--- src/rtl/icosoc_mod_ping_resp_if.sv ---
// icosoc ctrl bus bundle for the ping responder: byte write strobes, read strobe and a
// one-cycle done acknowledge with registered read data.
interface icosoc_mod_ping_resp_if;
  logic [3:0]  ctrl_wr;
  logic        ctrl_rd;
  logic [15:0] ctrl_addr;
  logic [31:0] ctrl_wdat;
  logic [31:0] ctrl_rdat;
  logic        ctrl_done;

  modport master (
    output ctrl_wr, ctrl_rd, ctrl_addr, ctrl_wdat,
    input  ctrl_rdat, ctrl_done
  );

  modport slave (
    input  ctrl_wr, ctrl_rd, ctrl_addr, ctrl_wdat,
    output ctrl_rdat, ctrl_done
  );
endinterface

--- src/rtl/icosoc_mod_ping_resp.sv ---
// HC-SR04-style ping responder on the icosoc ctrl bus: qualifies TRIG, then drives an ECHO pulse
// of dist*CYCLES_PER_CM cycles. Define PING_RESP_TRIGCNT_EN to build the trigger counter at 0x08.
module icosoc_mod_ping_resp #(
  parameter int unsigned CLOCK_FREQ_HZ     = 32'd20000000,
  parameter int unsigned CYCLES_PER_CM     = 32'd1160,
  parameter int unsigned MIN_TRIG_CYCLES   = 32'd200,
  parameter int unsigned ECHO_DELAY_CYCLES = 32'd9000,
  parameter int unsigned HOLDOFF_CYCLES    = 32'd20000
) (
  input  logic                  clk,
  input  logic                  resetn,
  icosoc_mod_ping_resp_if.slave ctrl,
  input  logic                  TRIG,
  output logic                  ECHO
);

  localparam logic [31:0] MIN_TRIG   = 32'(MIN_TRIG_CYCLES);
  localparam logic [31:0] DELAY_LAST = 32'(ECHO_DELAY_CYCLES - 32'd1);
  localparam logic [31:0] SUB_LAST   = 32'(CYCLES_PER_CM - 32'd1);
  localparam logic [31:0] HOLD_LAST  = 32'(HOLDOFF_CYCLES - 32'd1);

  typedef enum logic [2:0] {
    S_IDLE    = 3'd0,
    S_TRIG_HI = 3'd1,
    S_DELAY   = 3'd2,
    S_PULSE   = 3'd3,
    S_HOLDOFF = 3'd4
  } state_t;

  state_t      r_state;
  state_t      w_state_nxt;
  logic        r_t1;
  logic        r_t2;
  logic        r_t2_d;
  logic [31:0] r_cnt;
  logic [31:0] w_cnt_nxt;
  logic [31:0] r_sub;
  logic [31:0] w_sub_nxt;
  logic [7:0]  r_cms;
  logic [7:0]  w_cms_nxt;
  logic        r_echo;
  logic        w_echo_nxt;
  logic [7:0]  r_dist;
  logic [7:0]  r_dist_lat;
  logic [7:0]  w_dist_lat_nxt;
  logic [7:0]  w_dist_eff;
  logic        r_short_err;
  logic        w_short_set;
  logic        w_trig_ok;
  logic        w_busy;
  logic        r_done;
  logic [31:0] r_rdat;
  logic [31:0] w_rdata;
  logic        w_acc;
  logic        w_wr_acc;
  logic        w_rd_acc;
  logic [15:0] w_trig_cnt;
  logic        w_unused;

  assign w_acc      = ((|ctrl.ctrl_wr) || ctrl.ctrl_rd) && !r_done;
  assign w_wr_acc   = (|ctrl.ctrl_wr) && !r_done;
  assign w_rd_acc   = ctrl.ctrl_rd && !r_done;
  assign w_busy     = (r_state != S_IDLE);
  assign w_dist_eff = (r_dist_lat == 8'd0) ? 8'd1 : r_dist_lat;
  assign w_unused   = &{1'b0, ctrl.ctrl_wdat[31:8], (CLOCK_FREQ_HZ != 32'd0)};

  // TRIG synchronizer plus delayed copy for rising-edge qualification
  always_ff @(posedge clk) begin
    if (!resetn) begin
      r_t1   <= 1'b0;
      r_t2   <= 1'b0;
      r_t2_d <= 1'b0;
    end else begin
      r_t1   <= TRIG;
      r_t2   <= r_t1;
      r_t2_d <= r_t2;
    end
  end

  // Ranging sequence next-state and datapath decode
  always_comb begin
    w_state_nxt    = r_state;
    w_cnt_nxt      = r_cnt;
    w_sub_nxt      = r_sub;
    w_cms_nxt      = r_cms;
    w_echo_nxt     = r_echo;
    w_dist_lat_nxt = r_dist_lat;
    w_short_set    = 1'b0;
    w_trig_ok      = 1'b0;
    case (r_state)
      S_IDLE: begin
        if (r_t2 && !r_t2_d) begin
          w_state_nxt = S_TRIG_HI;
          w_cnt_nxt   = 32'd1;
        end else begin
          w_state_nxt = S_IDLE;
        end
      end
      S_TRIG_HI: begin
        if (r_t2) begin
          if (r_cnt != 32'hFFFF_FFFF) begin
            w_cnt_nxt = r_cnt + 32'd1;
          end else begin
            w_cnt_nxt = r_cnt;
          end
        end else if (r_cnt >= MIN_TRIG) begin
          w_dist_lat_nxt = r_dist;
          w_cnt_nxt      = 32'd0;
          w_state_nxt    = S_DELAY;
          w_trig_ok      = 1'b1;
        end else begin
          w_short_set = 1'b1;
          w_state_nxt = S_IDLE;
        end
      end
      S_DELAY: begin
        if (r_cnt != DELAY_LAST) begin
          w_cnt_nxt = r_cnt + 32'd1;
        end else if (r_dist_lat == 8'hFF) begin
          w_cnt_nxt   = 32'd0;
          w_state_nxt = S_HOLDOFF;
        end else begin
          w_echo_nxt  = 1'b1;
          w_sub_nxt   = 32'd0;
          w_cms_nxt   = 8'd0;
          w_state_nxt = S_PULSE;
        end
      end
      S_PULSE: begin
        // Width is built as dist whole-cm periods, so no multiplier is needed
        if (r_sub != SUB_LAST) begin
          w_sub_nxt = r_sub + 32'd1;
        end else begin
          w_sub_nxt = 32'd0;
          w_cms_nxt = r_cms + 8'd1;
          if (({1'b0, r_cms} + 9'd1) == {1'b0, w_dist_eff}) begin
            w_echo_nxt  = 1'b0;
            w_cnt_nxt   = 32'd0;
            w_state_nxt = S_HOLDOFF;
          end else begin
            w_state_nxt = S_PULSE;
          end
        end
      end
      S_HOLDOFF: begin
        if (r_cnt == HOLD_LAST) begin
          w_state_nxt = S_IDLE;
        end else begin
          w_cnt_nxt = r_cnt + 32'd1;
        end
      end
      default: begin
        w_state_nxt = S_IDLE;
        w_echo_nxt  = 1'b0;
      end
    endcase
  end

  // Ranging sequence state register
  always_ff @(posedge clk) begin
    if (!resetn) begin
      r_state    <= S_IDLE;
      r_cnt      <= 32'd0;
      r_sub      <= 32'd0;
      r_cms      <= 8'd0;
      r_echo     <= 1'b0;
      r_dist_lat <= 8'hFF;
    end else begin
      r_state    <= w_state_nxt;
      r_cnt      <= w_cnt_nxt;
      r_sub      <= w_sub_nxt;
      r_cms      <= w_cms_nxt;
      r_echo     <= w_echo_nxt;
      r_dist_lat <= w_dist_lat_nxt;
    end
  end

  // Sticky short-trigger flag; a simultaneous set beats the software clear
  always_ff @(posedge clk) begin
    if (!resetn) begin
      r_short_err <= 1'b0;
    end else if (w_short_set) begin
      r_short_err <= 1'b1;
    end else if (w_wr_acc && (ctrl.ctrl_addr == 16'h0004) && ctrl.ctrl_wdat[1]) begin
      r_short_err <= 1'b0;
    end else begin
      r_short_err <= r_short_err;
    end
  end

`ifdef PING_RESP_TRIGCNT_EN
  logic [15:0] r_trig_cnt;

  // Valid-trigger counter, cleared by any write to its address
  always_ff @(posedge clk) begin
    if (!resetn) begin
      r_trig_cnt <= 16'd0;
    end else if (w_wr_acc && (ctrl.ctrl_addr == 16'h0008)) begin
      r_trig_cnt <= 16'd0;
    end else if (w_trig_ok) begin
      r_trig_cnt <= r_trig_cnt + 16'd1;
    end else begin
      r_trig_cnt <= r_trig_cnt;
    end
  end

  assign w_trig_cnt = r_trig_cnt;
`else
  logic w_unused_trig;

  assign w_trig_cnt    = 16'd0;
  assign w_unused_trig = w_trig_ok;
`endif

  // Register read mux
  always_comb begin
    w_rdata = 32'd0;
    case (ctrl.ctrl_addr)
      16'h0000: w_rdata = {24'd0, r_dist};
      16'h0004: w_rdata = {29'd0, r_echo, r_short_err, w_busy};
      16'h0008: w_rdata = {16'd0, w_trig_cnt};
      default:  w_rdata = 32'd0;
    endcase
  end

  // Bus acknowledge, read data capture and dist register
  always_ff @(posedge clk) begin
    if (!resetn) begin
      r_done <= 1'b0;
      r_rdat <= 32'd0;
      r_dist <= 8'hFF;
    end else begin
      r_done <= w_acc;
      if (w_rd_acc) begin
        r_rdat <= w_rdata;
      end else begin
        r_rdat <= 32'd0;
      end
      if (w_wr_acc && (ctrl.ctrl_addr == 16'h0000)) begin
        r_dist <= ctrl.ctrl_wdat[7:0];
      end else begin
        r_dist <= r_dist;
      end
    end
  end

  assign ctrl.ctrl_done = r_done;
  assign ctrl.ctrl_rdat = r_rdat;
  assign ECHO           = r_echo;

endmodule

--- src/flat_wrapper.sv ---
// flat-port wrapper written by rule: the top's interface ports become plain ports
module icosoc_mod_ping_resp_flat 
#(
  parameter int unsigned CLOCK_FREQ_HZ     = 32'd20000000,
  parameter int unsigned CYCLES_PER_CM     = 32'd1160,
  parameter int unsigned MIN_TRIG_CYCLES   = 32'd200,
  parameter int unsigned ECHO_DELAY_CYCLES = 32'd9000,
  parameter int unsigned HOLDOFF_CYCLES    = 32'd20000
)
  (clk, resetn, TRIG, ECHO, ctrl_ctrl_wr, ctrl_ctrl_rd, ctrl_ctrl_addr, ctrl_ctrl_wdat, ctrl_ctrl_rdat, ctrl_ctrl_done);
  icosoc_mod_ping_resp_if ctrl_i ();
  input  logic clk;
  input  logic resetn;
  input  logic TRIG;
  output logic ECHO;
  input wire logic [$bits(ctrl_i.ctrl_wr)-1:0] ctrl_ctrl_wr;
  input wire logic [$bits(ctrl_i.ctrl_rd)-1:0] ctrl_ctrl_rd;
  input wire logic [$bits(ctrl_i.ctrl_addr)-1:0] ctrl_ctrl_addr;
  input wire logic [$bits(ctrl_i.ctrl_wdat)-1:0] ctrl_ctrl_wdat;
  output wire logic [$bits(ctrl_i.ctrl_rdat)-1:0] ctrl_ctrl_rdat;
  output wire logic [$bits(ctrl_i.ctrl_done)-1:0] ctrl_ctrl_done;
  assign ctrl_i.ctrl_wr = ctrl_ctrl_wr;
  assign ctrl_i.ctrl_rd = ctrl_ctrl_rd;
  assign ctrl_i.ctrl_addr = ctrl_ctrl_addr;
  assign ctrl_i.ctrl_wdat = ctrl_ctrl_wdat;
  assign ctrl_ctrl_rdat = ctrl_i.ctrl_rdat;
  assign ctrl_ctrl_done = ctrl_i.ctrl_done;
  icosoc_mod_ping_resp #(.CLOCK_FREQ_HZ(CLOCK_FREQ_HZ), .CYCLES_PER_CM(CYCLES_PER_CM), .MIN_TRIG_CYCLES(MIN_TRIG_CYCLES), .ECHO_DELAY_CYCLES(ECHO_DELAY_CYCLES), .HOLDOFF_CYCLES(HOLDOFF_CYCLES)) u_core (.clk(clk), .resetn(resetn), .ctrl(ctrl_i), .TRIG(TRIG), .ECHO(ECHO));
endmodule
--- config.mk ---
export PLATFORM = sky130hd
export DESIGN_NAME = icosoc_mod_ping_resp_flat
export DESIGN_NICKNAME = d
export VERILOG_FILES = /design/src/rtl/icosoc_mod_ping_resp_if.sv /design/src/rtl/icosoc_mod_ping_resp.sv /design/src/flat_wrapper.sv
export SDC_FILE = /design/constraint.sdc
export NUM_CORES = 1
export LEC_CHECK = 0
export CAP_MARGIN = 30
export CORE_MARGIN = 1.5
export CORE_UTILIZATION = 50
export DETAILED_ROUTE_END_ITERATION = 8
export PLACE_DENSITY_LB_ADDON = 0.1
export SLEW_MARGIN = 5
export SYNTH_ARGS = -nofsm -noshare
export SYNTH_HDL_FRONTEND = slang
export SYNTH_SLANG_ARGS = --single-unit
export TNS_END_PERCENT = 50
--- constraint.sdc ---
create_clock -name clk -period 5.7 [get_ports clk]
set_clock_uncertainty 0.05 [all_clocks]
set_input_delay 0.855 -clock clk [delete_from_list [all_inputs] [get_ports clk]]
set_output_delay 0.855 -clock clk [all_outputs]
set_load 0.1 [all_outputs]
==> impl_metrics.py, run 1 <==
metrics = {
    "status": {
        "outcome": "finished, final reports clean",
    },
    "synthesis": {
        "yosysTopAreaCellShare": 0.344,
        "syn_area_per_cell_um2": 7.98,
        "syn-cell-area_um2": 6100,
        "synthArstFlopShare": 0,
        "ys_warn_count": 0,
        "synth-edff-count": 0,
        "yosys.area.top_type": "dfxtp_1",
        "synth_area_leaders": "dfxtp_1, nor2_1, xnor2_1",
        "seq_area_frac_synth": 0.344,
        "ys_types": 71,
        "ys_ff_latch": 105,
        "synthCells": 765,
        "ys.flop_type": "dfxtp_1",
    },
    "global_routing": {
        "antenna_found_initial": 0,
        "grt_pass1_vias": 5142,
        "overflow": 0,
        "grt_max_degree": 33,
        "grt_usage": 0.233,
        "grt_pass1_wl_mm": 24.5,
    },
    "clock_tree": {
        "cts_hold_buf": 0,
        "clock_latency_ns": 0.36,
        "cts_made_buffers": 9,
        "post_cts_buffers": 0,
        "clock_path_buffers": 2,
        "root_buffer": "clkbuf_16",
        "clock-sinks": 105,
        "cts_max_level": 3,
        "cts_tree": "built",
        "path_clk_slew_ns": 0.08,
        "cts_resized": 0,
    },
    "critical_path": {
        "worstPathCellList": "ha_1, nand2_1, or4_1, nor4_1, a31oi_1, o211ai_2, buf_4, a21oi_4, a311oi_1",
        "critPathTopFamily": "simple AND/OR/NAND/NOR gates",
        "start_kind": "register",
        "max_stage_delay_ns": 0.50,
        "crit_type": "reg -> reg",
        "required_ns": 5.92,
        "crit_buf_inv": 1,
        "endpoint_kind": "register",
        "crit_slowest_cell": "nor4_1",
        "path_max_fanout": 17,
        "worstPathArrival_ns": 3.28,
    },
    "drt": {
        "drc": 0,
        "viasPerCell": 5.88,
        "detail-route-antenna-nets": 0,
        "vias": 5457,
        "drt_wl_total_mm": 14.3,
        "firstDrtPassIters": 5,
        "post_drt_wl_per_cell_um": 15.4,
        "drtIter0Drc": 330,
    },
    "sta": {
        "setup_viol": 0,
        "fin_crit_ns": 3.07,
        "timing.fmax_ghz": 0.326,
        "hold_violations": 0,
        "final.setup.tns_ns": 0,
        "fin_crit_sh": 0.538,
        "max_slew_margin": 0.345,
        "setup_ws_ns": 2.63,
        "slew_viol_final": 0,
        "worst_pin_slew_ns": 0.979,
        "rsz0062_at_grt": "no",
    },
    "cells_and_area": {
        "num_antenna_cells": 0,
        "fin_area_um2": 6750,
        "final_util": 0.564,
        "area_growth_syn_to_layout_pct": 10.6,
        "fin_nets": 836,
        "drive_gt1_frac": 0.0691,
        "nFillCells": 1102,
        "instances_no_fill": 928,
    },
    "die": {
        "dieArea_um2": 12900,
        "coreArea_um2": 12000,
        "io_pins": 90,
        "fp.dieW_um": 113,
        "initial_core_util": 0.510,
        "core.rowCount": 40,
        "die_h_um": 113,
    },
    "pwr": {
        "leakage_nw": 2.21,
        "peakVddDrop_v": 0.000245,
        "power_density_nw_per_um2": 218,
    },
    "place": {
        "place_ws_ns": 2.37,
        "gp_congestion": 0.835,
        "dp_hpwl_mm": 9.97,
        "post-place-cells": 912,
        "port-buffer-count": 41,
        "placed_cell_area_um2": 6460,
    },
    "run": {
        "maxCapViolations": 0,
    },
    "worst_hold_path": {
        "hold_path_class": "reg -> reg",
    },
}
## state kept, by name, indices dropped and copies added (netlist names), 3 cells and up
signal                 cells
u_core.r_dist_lat          8
u_core.r_state             3
u_core.ctrl.ctrl_rdat      8
u_core.r_sub              32
u_core.r_dist              8
u_core.r_cnt              32
u_core.r_cms               8
## cell type report
cell class / instances / area [um^2] / share of cell area
clock inverter: 6 / 47.5 / 0.00705
tap: 147 / 184 / 0.0273
clock buffer: 10 / 239 / 0.0354
inverter: 19 / 71.3 / 0.0106
multi-input combinational: 591 / 3600 / 0.533
timing repair buffer: 50 / 505 / 0.0749
sequential: 105 / 2100 / 0.312
## kinds of logic (layout without fill, tap and decap cells)
logic type	Yosys count	in the layout	synth area share
buffers and inverters	92	85	0.0824
other	1	24	0.000614
adder cells (fa/ha/maj)	4	4	0.00820
multiplexers	20	20	0.0328
XOR/XNOR	39	39	0.0572
AND/OR/NAND/NOR	357	357	0.320
AO/OA/AOI/OAI	147	147	0.155
flip-flops	105	105	0.344
## per-stage QoR
stage / hold WS, ns / power [mW]
2_1_floorplan: 0.362 / 0.865
3_3_place_gp: 0.382 / 0.882
3_5_place_dp: 0.381 / 0.885
4_1_cts: 0.400 / 1.49
5_1_grt: 0.423 / 1.52
6_report: 0.391 / 1.47
## per-layer routing
layer | global-route usage | routed length, um | vias to the layer above
met3 | 0.0563 | 491 | 9
met2 | 0.394 | 7070 | 90
met4 | 0.0708 | 136 | 0
li1 | - | - | 2732
met1 | 0.294 | 6560 | 2626
met5 | 0 | 0 | -
## path summary, 6_finish.rpt
check / cells after the start / start / to / slack [ns]
hold / removal: 1 / u_core.r_t1$_SDFF_PN0_ / u_core.r_t2$_SDFF_PN0_ / 0.39
hold reg to reg: 1 / u_core.r_t1$_SDFF_PN0_ / u_core.r_t2$_SDFF_PN0_ / 0.39
setup / recovery: 9 / u_core.r_cnt[0]$_SDFFE_PN0P_ / u_core.r_cnt[8]$_SDFFE_PN0P_ / 2.63
setup reg to reg: 9 / u_core.r_cnt[0]$_SDFFE_PN0P_ / u_core.r_cnt[8]$_SDFFE_PN0P_ / 2.63
## cell usage after synthesis, types with 17 or more instances
| cell type | number |
|---|---|
| clkbuf_1 | 23 |
| nand3_1 | 31 |
| nor3_1 | 33 |
| buf_4 | 26 |
| buf_2 | 17 |
| nand2_1 | 67 |
| nor4_1 | 19 |
| and3_1 | 20 |
| o21ai_0 | 27 |
| nand4_1 | 20 |
| inv_1 | 19 |
| nor2_1 | 87 |
| mux2i_1 | 20 |
| a21oi_1 | 48 |
| a31oi_1 | 28 |
| xnor2_1 | 32 |
| dfxtp_1 | 105 |
## worst register-to-register path: cells and delay by family (launching register included)
family                     cells  cell delay, ns
and+or+nand+nor                3            1.01
AOI/OAI and AO/OA              4            0.87
DFF                            1            0.40
buffers and inverters          1            0.33
adders and majority gates      1            0.31
## where the power goes
part           total, mW  internal, mW  switching (mW)
sequential         0.738         0.735         0.00254
combinational      0.130        0.0292           0.101
clock              0.603         0.314           0.290
total               1.47          1.08           0.393
## cell usage in the layout (no fill, tap or decap), types with 8 or more instances in the layout
cell	instances
inv_1	19
nor4_1	19
clkdlybuf4s50_1	41
a31oi_1	28
nand2_1	67
nand4_1	20
dfxtp_1	105
xnor2_1	32
and2_1	13
mux2i_1	20
conb_1	24
nor2_1	87
clkbuf_16	9
a21oi_1	48
and3_1	20
nand3_1	31
o21ai_0	27
or3_1	8
nor3_1	33
No activity file was read; power rests on OpenSTA's default activity.
==> run 2: changes to the inputs <==
Clock period 5.7 ns to 3 ns, I/O delays scaled along.
==> impl_metrics.py, run 2 (synthesized netlist as in run 1, its figures left out) <==
metrics = {
    "status": {
        "outcome": "finished, final reports clean",
    },
    "critical_path": {
        "start_kind": "register",
        "required_ns": 3.16,
        "reg2regPathDepth": 8,
        "endpoint_kind": "register",
        "crit_type": "reg -> reg",
        "worstPathArrival_ns": 2.96,
        "path_max_fanout": 10,
    },
    "sta": {
        "fin_crit_ns": 2.80,
        "holdWs_ns": 0.393,
        "final.setup.tns_ns": 0,
        "timing.fmax_ghz": 0.357,
        "max_slew_margin": 0.396,
        "setup_ws_ns": 0.202,
        "slew_viol_final": 0,
        "fin_crit_sh": 0.933,
        "hold_violations": 0,
        "rsz0062_at_grt": "no",
        "setup_viol": 0,
        "worst_pin_slew_ns": 0.903,
    },
    "die": {
        "fp.dieW_um": 113,
        "core.rowCount": 40,
        "dieArea_um2": 12900,
        "io_pins": 90,
        "initial_core_util": 0.510,
        "die_h_um": 113,
        "coreArea_um2": 12000,
    },
    "pwr": {
        "power_density_nw_per_um2": 420,
        "leakage_nw": 2.29,
        "peakVddDrop_v": 0.000436,
    },
    "drt": {
        "drtIter0Drc": 414,
        "drc": 0,
        "viasPerCell": 5.95,
        "firstDrtPassIters": 5,
        "detail-route-antenna-nets": 0,
        "vias": 5590,
        "drt_wl_total_mm": 14.7,
        "post_drt_wl_per_cell_um": 15.6,
    },
    "global_routing": {
        "met3_usage": 0.0441,
        "antenna_found_initial": 0,
        "grt_max_degree": 35,
        "grt_usage": 0.235,
        "grt_util_met1": 0.301,
        "grt_pass1_vias": 5283,
        "overflow": 0,
        "top_usage_layer": "met2",
        "grt.met2_usage": 0.396,
        "grt_pass1_wl_mm": 24.9,
    },
    "run": {
        "maxCapViolations": 0,
    },
    "cells_and_area": {
        "num_antenna_cells": 0,
        "most-common-layout-cells": "dfxtp_1, nor2_1, nand2_1",
        "layout_commonest_cell": "dfxtp_1",
        "nFillCells": 1129,
        "area_growth_syn_to_layout_pct": 11.9,
        "reg.largest.list": "u_core.r_cnt x32, u_core.r_sub x32",
        "fin_nets": 848,
        "fin_area_um2": 6830,
        "drive_gt1_frac": 0.0958,
    },
    "worst_hold_path": {
        "whs_path_depth": 1,
        "hold_path_class": "reg -> reg",
    },
    "place": {
        "place_ws_ns": 0.240,
        "gp_congestion": 0.919,
        "dp_hpwl_mm": 10.3,
        "port-buffer-count": 41,
        "placed_cell_area_um2": 6510,
    },
    "clock_tree": {
        "clock-sinks": 105,
        "cts_tree": "built",
        "path_clk_slew_ns": 0.07,
        "root_buffer": "clkbuf_16",
        "cts_max_level": 3,
        "cts_made_buffers": 9,
        "clock_path_buffers": 2,
        "clock_latency_ns": 0.36,
    },
}
run 2: area by class of cell:
type | count | area [um^2] | share of cell area
Clock buffer | 9 | 225 | 0.0330
Clock inverter | 7 | 82.6 | 0.0121
Inverter | 19 | 71.3 | 0.0104
Multi-Input combinational cell | 591 | 3610 | 0.528
Sequential cell | 105 | 2100 | 0.308
Tap cell | 147 | 184 | 0.0269
Timing Repair Buffer | 62 | 556 | 0.0814
run 2: path summary, 6_finish.rpt:
path	start	slack [ns]	to
worst min-delay path	u_core.r_t1$_SDFF_PN0_	0.39	u_core.r_t2$_SDFF_PN0_
worst max-delay path	u_core.r_cms[1]$_SDFFE_PN0P_	0.20	u_core.r_cnt[8]$_SDFFE_PN0P_
worst min register to register	u_core.r_t1$_SDFF_PN0_	0.39	u_core.r_t2$_SDFF_PN0_
worst max register to register	u_core.r_cms[1]$_SDFFE_PN0P_	0.20	u_core.r_cnt[8]$_SDFFE_PN0P_
run 2: where the power goes:
group	leakage, nW	internal [mW]	switching, mW
registers	0.847	1.40	0.00475
logic	1.29	0.0544	0.194
clock network	0.150	0.663	0.557
run 2: metrics by stage:
| step | utilization | instances | power, mW |
|---|---|---|---|
| after global routing | 0.571 | 940 | 2.96 |
| after global placement | 0.544 | 924 | 1.68 |
| after CTS | 0.570 | 940 | 2.90 |
| after floorplan | - | 788 | 1.64 |
| after detailed placement | 0.544 | 924 | 1.68 |
| final | 0.571 | 940 | 2.87 |
run 2: what timing repair did:
item	4_1_cts	5_1_grt
buffers inserted	0	0
hold endpoints to repair	0	0
hold buffers	0	0
endpoints found under the setup margin	0	2
resized for setup	0	1
run 2: layer usage:
| layer | share of wire | vias up | routed length [um] |
|---|---|---|---|
| li1 | - | 2759 | - |
| met1 | 0.45 | 2675 | 6620 |
| met2 | 0.50 | 137 | 7290 |
| met3 | 0.038 | 19 | 554 |
| met4 | 0.014 | 0 | 211 |
| met5 | 0 | - | 0 |
run 2: critical path: stages, from the launching register on:
cell and delay (ns):
dfxtp_1 0.39, ha_1 0.29, nand3_1 0.19, nor2_1 0.21
xnor2_1 0.15, o41ai_1 0.11, or4_1 0.68, a21oi_4 0.42
a311oi_1 0.16
